===== src/rtl/lc3b_types.sv =====
// Shared LC-3b types and the branch predictor's PHT helpers.
package lc3b_types;

  typedef logic [15:0] lc3b_word;

  // Global history width; the PHT holds 2**GHR_W two-bit counters.
  localparam int unsigned GHR_W     = 8;
  localparam int unsigned PHT_DEPTH = 1 << GHR_W;

  typedef logic [GHR_W-1:0] lc3b_ghr;
  typedef logic [1:0]       lc3b_ctr2;

  typedef enum logic {BP_INIT, BP_RUN} bp_state_t;

  localparam lc3b_ctr2 CTR_WEAK_NT = 2'b01;

  // gshare index: word-aligned PC bits folded with global history.
  function automatic lc3b_ghr pht_index(input lc3b_ghr pc_bits, input lc3b_ghr ghr);
    return pc_bits ^ ghr;
  endfunction

  // Saturating 2-bit counter update.
  function automatic lc3b_ctr2 ctr2_update(input lc3b_ctr2 ctr, input logic taken);
    lc3b_ctr2 nxt;
    nxt = ctr;
    if (taken && ctr != 2'b11) nxt = ctr + 2'b01;
    if (!taken && ctr != 2'b00) nxt = ctr - 2'b01;
    return nxt;
  endfunction

endpackage


===== src/rtl/branch_direction_predictor_if.sv =====
// Fetch-side bundle: BTB result, branch resolution and next-PC outputs.
interface branch_direction_predictor_if;
  import lc3b_types::*;

  logic     stall;
  logic     btb_hit;
  lc3b_word btb_target;
  logic     res_valid;
  lc3b_word res_pc;
  lc3b_ghr  res_ghr;
  logic     res_taken;
  lc3b_word res_target;
  logic     res_mispredict;
  lc3b_word pc_addr;
  logic     fetch_valid;
  logic     pred_taken;
  lc3b_ghr  pred_ghr;

  // Predictor side
  modport master (
    input  stall, btb_hit, btb_target,
    input  res_valid, res_pc, res_ghr, res_taken, res_target, res_mispredict,
    output pc_addr, fetch_valid, pred_taken, pred_ghr
  );

  // Pipeline side
  modport slave (
    output stall, btb_hit, btb_target,
    output res_valid, res_pc, res_ghr, res_taken, res_target, res_mispredict,
    input  pc_addr, fetch_valid, pred_taken, pred_ghr
  );

endinterface


===== src/rtl/pht_array.sv =====
// Pattern history table storage: async reads, one sync write, no reset.
module pht_array
  import lc3b_types::*;
(
  input  logic     clk,
  input  lc3b_ghr  lookup_idx,
  output lc3b_ctr2 lookup_ctr,
  input  lc3b_ghr  train_idx,
  output lc3b_ctr2 train_ctr,
  input  logic     wr_en,
  input  lc3b_ghr  wr_idx,
  input  lc3b_ctr2 wr_data
);

  lc3b_ctr2 mem [PHT_DEPTH];

  // Lookup sees the pre-write value on a same-cycle collision (no bypass).
  assign lookup_ctr = mem[lookup_idx];
  // Second read feeds the training read-modify-write.
  assign train_ctr  = mem[train_idx];

  // Single write port
  always_ff @(posedge clk) begin
    if (wr_en) mem[wr_idx] <= wr_data;
  end

endmodule


===== src/rtl/branch_direction_predictor.sv =====
// gshare next-PC generator for the LC-3b fetch stage.
module branch_direction_predictor
  import lc3b_types::*;
#(
  parameter lc3b_word RESET_PC = 16'h0000
) (
  input logic clk,
  input logic rst_n,
  branch_direction_predictor_if.master bus
);

  bp_state_t state_q, state_d;
  lc3b_ghr   init_idx_q;
  lc3b_ghr   ghr_q, ghr_d;
  lc3b_word  pc_q, pc_d;
  logic      run;
  logic      pred_taken;
  lc3b_ghr   lookup_idx, train_idx, wr_idx;
  lc3b_ctr2  lookup_ctr, train_ctr, wr_data;
  logic      wr_en;

  // FSM state register
  always_ff @(posedge clk) begin
    if (!rst_n) state_q <= BP_INIT;
    else        state_q <= state_d;
  end

  // FSM next state: leave INIT once the last entry has been written
  always_comb begin
    state_d = state_q;
    unique case (state_q)
      BP_INIT: if (init_idx_q == '1) state_d = BP_RUN;
      BP_RUN:  state_d = BP_RUN;
      default: state_d = BP_INIT;
    endcase
  end

  // FSM outputs
  always_comb begin
    run             = (state_q == BP_RUN);
    bus.fetch_valid = run;
  end

  // INIT sweep counter
  always_ff @(posedge clk) begin
    if (!rst_n)                  init_idx_q <= '0;
    else if (state_q == BP_INIT) init_idx_q <= init_idx_q + 1'b1;
  end

  assign lookup_idx = pht_index(pc_q[GHR_W:1], ghr_q);
  assign train_idx  = pht_index(bus.res_pc[GHR_W:1], bus.res_ghr);

  pht_array u_pht (
    .clk        (clk),
    .lookup_idx (lookup_idx),
    .lookup_ctr (lookup_ctr),
    .train_idx  (train_idx),
    .train_ctr  (train_ctr),
    .wr_en      (wr_en),
    .wr_idx     (wr_idx),
    .wr_data    (wr_data)
  );

  // Prediction outputs are purely combinational from the current PC/GHR
  always_comb begin
    pred_taken     = run & bus.btb_hit & lookup_ctr[1];
    bus.pred_taken = pred_taken;
    bus.pred_ghr   = ghr_q;
    bus.pc_addr    = pc_q;
  end

  // PHT write: INIT sweep, else training; nothing while reset is asserted
  always_comb begin
    wr_en   = 1'b0;
    wr_idx  = init_idx_q;
    wr_data = CTR_WEAK_NT;
    if (rst_n) begin
      if (!run) begin
        wr_en = 1'b1;
      end else if (bus.res_valid) begin
        wr_en   = 1'b1;
        wr_idx  = train_idx;
        wr_data = ctr2_update(train_ctr, bus.res_taken);
      end
    end
  end

  // Next PC and GHR: mispredict repair beats stall beats prediction
  always_comb begin
    pc_d  = pc_q;
    ghr_d = ghr_q;
    if (run) begin
      if (bus.res_valid && bus.res_mispredict) begin
        pc_d  = bus.res_taken ? bus.res_target : bus.res_pc + 16'd2;
        ghr_d = {bus.res_ghr[GHR_W-2:0], bus.res_taken};
      end else if (!bus.stall) begin
        pc_d = pred_taken ? bus.btb_target : pc_q + 16'd2;
        if (bus.btb_hit) ghr_d = {ghr_q[GHR_W-2:0], pred_taken};
      end
    end
    pc_d[0] = 1'b0;
  end

  // PC and GHR registers
  always_ff @(posedge clk) begin
    if (!rst_n) begin
      pc_q  <= RESET_PC & 16'hFFFE;
      ghr_q <= '0;
    end else begin
      pc_q  <= pc_d;
      ghr_q <= ghr_d;
    end
  end

endmodule


===== src/flat_wrapper.sv =====
// flat-port wrapper written by rule: the top's interface ports become plain ports
module branch_direction_predictor_flat import lc3b_types::*;
#(
  parameter lc3b_word RESET_PC = 16'h0000
)
  (clk, rst_n, bus_stall, bus_btb_hit, bus_btb_target, bus_res_valid, bus_res_pc, bus_res_ghr, bus_res_taken, bus_res_target, bus_res_mispredict, bus_pc_addr, bus_fetch_valid, bus_pred_taken, bus_pred_ghr);
  branch_direction_predictor_if bus_i ();
  input logic clk;
  input logic rst_n;
  input wire logic [$bits(bus_i.stall)-1:0] bus_stall;
  input wire logic [$bits(bus_i.btb_hit)-1:0] bus_btb_hit;
  input wire logic [$bits(bus_i.btb_target)-1:0] bus_btb_target;
  input wire logic [$bits(bus_i.res_valid)-1:0] bus_res_valid;
  input wire logic [$bits(bus_i.res_pc)-1:0] bus_res_pc;
  input wire logic [$bits(bus_i.res_ghr)-1:0] bus_res_ghr;
  input wire logic [$bits(bus_i.res_taken)-1:0] bus_res_taken;
  input wire logic [$bits(bus_i.res_target)-1:0] bus_res_target;
  input wire logic [$bits(bus_i.res_mispredict)-1:0] bus_res_mispredict;
  output wire logic [$bits(bus_i.pc_addr)-1:0] bus_pc_addr;
  output wire logic [$bits(bus_i.fetch_valid)-1:0] bus_fetch_valid;
  output wire logic [$bits(bus_i.pred_taken)-1:0] bus_pred_taken;
  output wire logic [$bits(bus_i.pred_ghr)-1:0] bus_pred_ghr;
  assign bus_i.stall = bus_stall;
  assign bus_i.btb_hit = bus_btb_hit;
  assign bus_i.btb_target = bus_btb_target;
  assign bus_i.res_valid = bus_res_valid;
  assign bus_i.res_pc = bus_res_pc;
  assign bus_i.res_ghr = bus_res_ghr;
  assign bus_i.res_taken = bus_res_taken;
  assign bus_i.res_target = bus_res_target;
  assign bus_i.res_mispredict = bus_res_mispredict;
  assign bus_pc_addr = bus_i.pc_addr;
  assign bus_fetch_valid = bus_i.fetch_valid;
  assign bus_pred_taken = bus_i.pred_taken;
  assign bus_pred_ghr = bus_i.pred_ghr;
  branch_direction_predictor #(.RESET_PC(RESET_PC)) u_core (.clk(clk), .rst_n(rst_n), .bus(bus_i));
endmodule

===== config.mk =====
export PLATFORM = sky130hd
export DESIGN_NAME = branch_direction_predictor_flat
export DESIGN_NICKNAME = d
export VERILOG_FILES = /design/src/rtl/lc3b_types.sv /design/src/rtl/branch_direction_predictor_if.sv /design/src/rtl/pht_array.sv /design/src/rtl/branch_direction_predictor.sv /design/src/flat_wrapper.sv
export SDC_FILE = /design/constraint.sdc
export NUM_CORES = 1
export LEC_CHECK = 0
export CAP_MARGIN = 10
export CORE_MARGIN = 1
export CORE_UTILIZATION = 40
export DETAILED_ROUTE_END_ITERATION = 12
export GPL_TIMING_DRIVEN = 0
export REMOVE_ABC_BUFFERS = 1
export SLEW_MARGIN = 20
export SYNTH_ARGS = -nofsm -noshare
export SYNTH_HDL_FRONTEND = slang
export SYNTH_SLANG_ARGS = --single-unit

===== constraint.sdc =====
create_clock -name clk -period 52.3 [get_ports clk]
set_input_delay 5.23 -clock clk [delete_from_list [all_inputs] [get_ports clk]]
set_output_delay 5.23 -clock clk [all_outputs]
set_load 0.01 [all_outputs]

# Yosys cells after proc, flatten, opt, wreduce, memory -nomap -nowiden
# Memories as Yosys holds them, arrays and structs flattened.
# Cells that the tools add are included.
dict set report totals {
  reg_bits 33
  latchBits 0
  ram_bits 512
  rom_bits 0
  input_bits 63
  output_inout_bits 26
  word_cells 49
  memories 1
}
# name depth word_bits read_ports rd_clocked_by_memory_dff write_ports line_no
set memory_table {}
lappend memory_table {u_core.u_pht.mem 256 2 2 0 1 pht_array.sv:15} ;# lc3b_ctr2 mem [PHT_DEPTH];
dict set report classes {
  n_addsub 5
  multipliers 0
  div_mod_pow 0
  magnitude_cmp 0
  eq_ne 3
  shift 0
  n_mux 22
  bitwise_logic 5
  n_reduce_logical 8
}
# op count
set ops {}
lappend ops {{$mux W16} 4}
lappend ops {{$mux W8} 6}
lappend ops {{$add A16 B2 Y16 const B} 2}
lappend ops {{$xor A8 B8 Y8} 2}
lappend ops {{$mux W2} 5}
lappend ops {{$add A8 B1 Y8 const B} 1}
lappend ops {{$eq A8 B8 Y1 const B} 1}
lappend ops {{$mux W1} 6}
lappend ops {{$reduce_bool A2 Y1} 2}
lappend ops {{$logic_and A1 B1 Y1} 3}
lappend ops {{$reduce_and A3 Y1} 1}
lappend ops {{$add A2 B1 Y2 const B} 1}
lappend ops {{$and A1 B1 Y1} 2}
lappend ops {{$ne A2 B1 Y1 const B} 1}
lappend ops {{$ne A2 B2 Y1 const B} 1}
lappend ops {{$pmux W1 S2} 1}
lappend ops {{$reduce_and A2 Y1} 1}
lappend ops {{$sub A2 B1 Y2 const B} 1}
lappend ops {{$logic_not A1 Y1} 1}
lappend ops {{$not A1 Y1} 1}

# Longest topological paths before layout
# An unclocked memory read counts as a cell.
dict set report logic_depth {
  depth_word 9
  depth_mapped 16
  mapped_depth_nobuf 13
}

# By module
# From an unflattened synthesis, not the netlist that was laid out.
dict set report unflattened {
  cells_unflattened 1997
  area_unflattened_um2 28265.9
}
# module instances cells_per_inst area_per_inst_um2 seq_area_each_um2
set modules_own_cells {}
lappend modules_own_cells {pht_array 1 1651 25662.1 15374.7}
lappend modules_own_cells {branch_direction_predictor 1 346 2603.7 640.6}

# Worst setup path after synthesis
# No wires, ideal clock.
dict set report synth_path {
  path_kind {in2reg}
  startpoint {input bus_res_pc[2]}
  endpoint {memory u_core.u_pht.mem[0][1] (netlist name) (data pin)}
  setup_time_ns 2.247
  arrival_time_ns 18.630
  required_time_ns 50.053
  path_slack_ns 31.423
  cell_stages 12
  path_buffers 2
  cell_sequence {xor2_2 -> buf_4 -> buf_1 -> mux4_2 -> mux4_2 -> mux4_2 -> a22oi_1 -> nand2_1 -> ha_1 -> nor2_1 -> a211oi_1 -> a211oi_1}
}
dict set report synth_via {
  elab_chain_len 9
  word_cells_on_any_way 13
  classes_between {add/sub: 2; eq/ne: 1; mux: 5; bitwise: 1; reduce/logical: 3; memory: 1}
}
# item line_no
set synth_lines {}
lappend synth_lines {{start: declaration} flat_wrapper.sv:14} ;# input wire logic [$bits(bus_i.res_pc)-1:0] bus_res_pc;
lappend synth_lines {{$xor A8 B8 Y8 *} lc3b_types.sv:19} ;# return pc_bits ^ ghr;
lappend synth_lines {{$mem_v2 Z256 W2 *} --}
lappend synth_lines {{parallel branches: the longest is 3 deep, another holds $add A2 B1 Y2} --}
lappend synth_lines {{$mux W2 *} lc3b_types.sv:27} ;# if (!taken && ctr != 2'b00) nxt = ctr - 2'b01;
lappend synth_lines {{$mux W2 *} branch_direction_predictor.sv:80} ;# end else if (bus.res_valid) begin
lappend synth_lines {{$mux W2 *} branch_direction_predictor.sv:78} ;# if (!run) begin
lappend synth_lines {{$mux W2 *} branch_direction_predictor.sv:77} ;# if (rst_n) begin
lappend synth_lines {{via u_core.u_pht.wr_data[1]} pht_array.sv:12} ;# input lc3b_ctr2 wr_data
lappend synth_lines {{end: declaration} pht_array.sv:15}
# Mark *: on every way through the listed nets, which the timed path passes.

# Worst setup path after layout
dict set report layout_path {
  startpoint {input bus_btb_hit}
  endpoint {output bus_pred_taken}
}
dict set report layout_via {
  elab_chain_len 2
}
# item line_no
set layout_lines {}
lappend layout_lines {{start: declaration} flat_wrapper.sv:11} ;# input wire logic [$bits(bus_i.btb_hit)-1:0] bus_btb_hit;
lappend layout_lines {{$and A1 B1 Y1 (2 in a row)} branch_direction_predictor.sv:66} ;# pred_taken = run & bus.btb_hit & lookup_ctr[1];
lappend layout_lines {{end: declaration} flat_wrapper.sv:21} ;# output wire logic [$bits(bus_i.pred_taken)-1:0] bus_pred_taken;
# No other way between the ends.

==> flow_summary.ini <==
[flow_run]
max_cap_violations = 0

[routing]
firstDrtPassIters = 6
maxUsedRoutingLayer = met4
wl_per_cell_um = 27.6
drc = 0
wl_met1_mm = 30.1
viasPerCell = 6.03
vias = 16303
postRouteAntennaNets = 0
first_iter_violations = 1930
wl_met2_mm = 35.0
drt-total-wl_mm = 74.7
dr_wl_met3_mm = 7.09

[die]
start_util = 0.406
io_pins = 89
fp.dieW_um = 255
die-area_mm2 = 0.0653
core_area_mm2 = 0.0633
num_rows = 92
die_y_um = 255

[critical_path]
start_kind = input port
cp-end-kind = output port
worstPathRequired_ns = 47.07
worstPathMaxFanout = 15
path_class = in2out
arrival_ns = 7.06

[pwr]
combPwrFrac = 0.067
power_per_cell_area_mw_per_mm2 = 31.3
p_sw_mw = 0.206
ir_drop_uv = 25.2
leakage_nw = 10.1
swShare = 0.216
clkPwrFrac = 0.440
seqPwrFrac = 0.493
internal_power_mw = 0.747

[grt]
grt_use_total = 0.230
grt_pass1_wl_mm = 111
overflow = 0
grt_max_degree = 86
antenna_found_initial = 1
grt_pass1_vias = 16533

[cts]
clockBufferDepth = 3
tritoncts = done
clk_latency_ns = 0.64
post_cts_buffers = 0
htreeDepth = 2
cts_hold_buffers = 0
cts.clk_slew.worst_paths_ns = 0.06
cts.sink_count = 544
clock-root-buffer = clkbuf_16
cts_resized = 0
cts_buffers = 56

[yosys]
synth_edf_count = 512
ys_types = 60
synth-seq-cells = 544
netlist_area_mm2 = 0.0257
yosysSeqAreaShare = 0.623
syn_inst = 1716
syn_area_per_cell_um2 = 15.0
ys.flop_type = edfxtp_1
yosysWarnings = 0
async_flop_share = 0

[timing]
hold_viol = 0
fin_crit_sh = 0.235
tightest_slew_ns = 1.23
finalCriticalPeriod_ns = 12.29
grt_setup_unrepaired = false
drv_slew = 0
setup_violations = 0
clock_skew_ns = 0.0294
relSlewSlack = 0.176
setup-tns-final_ns = 0
fmax_ghz = 0.0814

[place]
dpl.hpwl_mm = 49.7
io_buffers = 84
dp_cells = 2601
place_congestion = 0.876

[finish]
final_nets = 1881
fill_cells = 5362
areaGrowthSynthToFinish_pct = 18.4
drive_gt1_frac = 0.219
layoutNonFillerInstCount = 2704

[worst_hold_path]
min_path_type = reg2reg

[outcome]
status = completed
-- layout make-up --
cell class | count | area [µm²] | area share
repair buffers | 158 | 2130 | 0.0702
clock inverters | 37 | 437 | 0.0144
diodes | 1 | 2.50 | 0.0000823
flip-flops and latches | 544 | 16000 | 0.526
clock buffers | 65 | 1460 | 0.0479
multi-input cells | 1048 | 9290 | 0.306
inverters | 5 | 21.3 | 0.000699
well taps | 846 | 1060 | 0.0348
-- registers in the layout (all words and copies together) (netlist names) --
register,count
u_core.bus.fetch_valid,1
u_core.bus.pc_addr,15
u_core.bus.pred_ghr,8
u_core.init_idx_q,8
u_core.u_pht.mem,512
-- routing by layer --
metal	global-route usage	up-vias
li1	-	6859
met1	0.321	8400
met2	0.364	893
met3	0.0390	151
met4	0.0815	0
met5	0	-
-- placed cells by master, fill, tap and decap left out, types with 14 or more instances in the layout --
cell and instances:
mux4_2 198, nand2_1 142, a21oi_1 38, xnor2_1 23
clkdlybuf4s50_1 82, o21ai_0 27, clkbuf_16 57, buf_6 32
edfxtp_1 512, o21ai_1 16, nand3_1 53, buf_8 14
nor2_1 315, xor2_1 16, dfxtp_1 32, nand2_2 16
mux2i_1 46, buf_16 23
-- critical path, stage by stage --
cell and delay, ns:
clkdlybuf4s50_1 0.58, nand4b_4 0.43, inv_4 0.23, clkdlybuf4s50_1 0.57
-- cells by family (layout without fill, tap and decap cells) --
family | Yosys count | after routing | synth area share
AND/OR/NAND/NOR | 583 | 583 | 0.0942
XOR/XNOR | 57 | 57 | 0.0200
AO/OA/AOI/OAI | 151 | 151 | 0.0379
multiplexers | 251 | 251 | 0.196
buffers and inverters | 124 | 265 | 0.0258
other | 1 | 2 | 0.000146
flip-flops | 544 | 544 | 0.623
adder cells (fa/ha/maj) | 5 | 5 | 0.00243
-- worst paths after layout --
check | startpoint | to | slack [ns] | depth (start not counted)
max reg2reg | u_core.bus.pc_addr[2]$_SDFFE_PN0P_ | u_core.bus.pc_addr[1]$_SDFFE_PN0P_ | 47.34 | 13
max | bus_btb_hit | bus_pred_taken | 40.01 | 4
min reg2reg | u_core.init_idx_q[7]$_SDFFE_PN0N_ | u_core.init_idx_q[7]$_SDFFE_PN0N_ | 0.54 | 2
min | u_core.init_idx_q[7]$_SDFFE_PN0N_ | u_core.init_idx_q[7]$_SDFFE_PN0N_ | 0.54 | 2
-- power by group through the flow --
stage / sequential (mW) / combinational [mW] / clock (mW)
floorplan: 0.479 / 0.0394 / 0
global route: 0.469 / 0.0670 / 0.439
detailed placement: 0.479 / 0.0638 / 0
CTS: 0.470 / 0.0641 / 0.424
global placement: 0.479 / 0.0638 / 0
finish: 0.470 / 0.0636 / 0.420
-- synth_stat cells, drive strengths merged, types with 5 or more instances --
cell type / number / area, µm²
edfxtp: 512 / 15400
nor2: 318 / 1200
mux4: 201 / 4540
nand2: 159 / 597
clkbuf: 73 / 274
nand3: 53 / 265
buf: 46 / 368
mux2i: 46 / 460
o21ai: 43 / 215
a21oi: 38 / 190
dfxtp: 32 / 641
xnor2: 32 / 280
xor2: 25 / 234
and3: 11 / 68.8
a22oi: 10 / 75.1
and2: 9 / 56.3
a31oi: 8 / 50.1
nand4: 8 / 50.1
o22ai: 8 / 50.1
o32ai: 8 / 70.1
o211a: 7 / 70.1
a2111oi: 6 / 65.1
nor3: 6 / 30.0
ha: 5 / 62.6
inv: 5 / 21.3
-- metrics by stage --
stage          utilization  area [µm²]  hold WS [ns]  power [mW]  worst slack, ns
6_report             0.480       30400         0.540       0.953            40.01
5_1_grt              0.480       30400         0.549       0.975            39.92
4_1_cts              0.480       30400         0.530       0.958            39.99
3_5_place_dp         0.450       28500         0.521       0.543            40.00
3_3_place_gp         0.426       27000         0.504       0.543             4.24
2_1_floorplan            -       25100         0.478       0.518            22.49
Note: power is estimated with default switching activity, not from simulation.
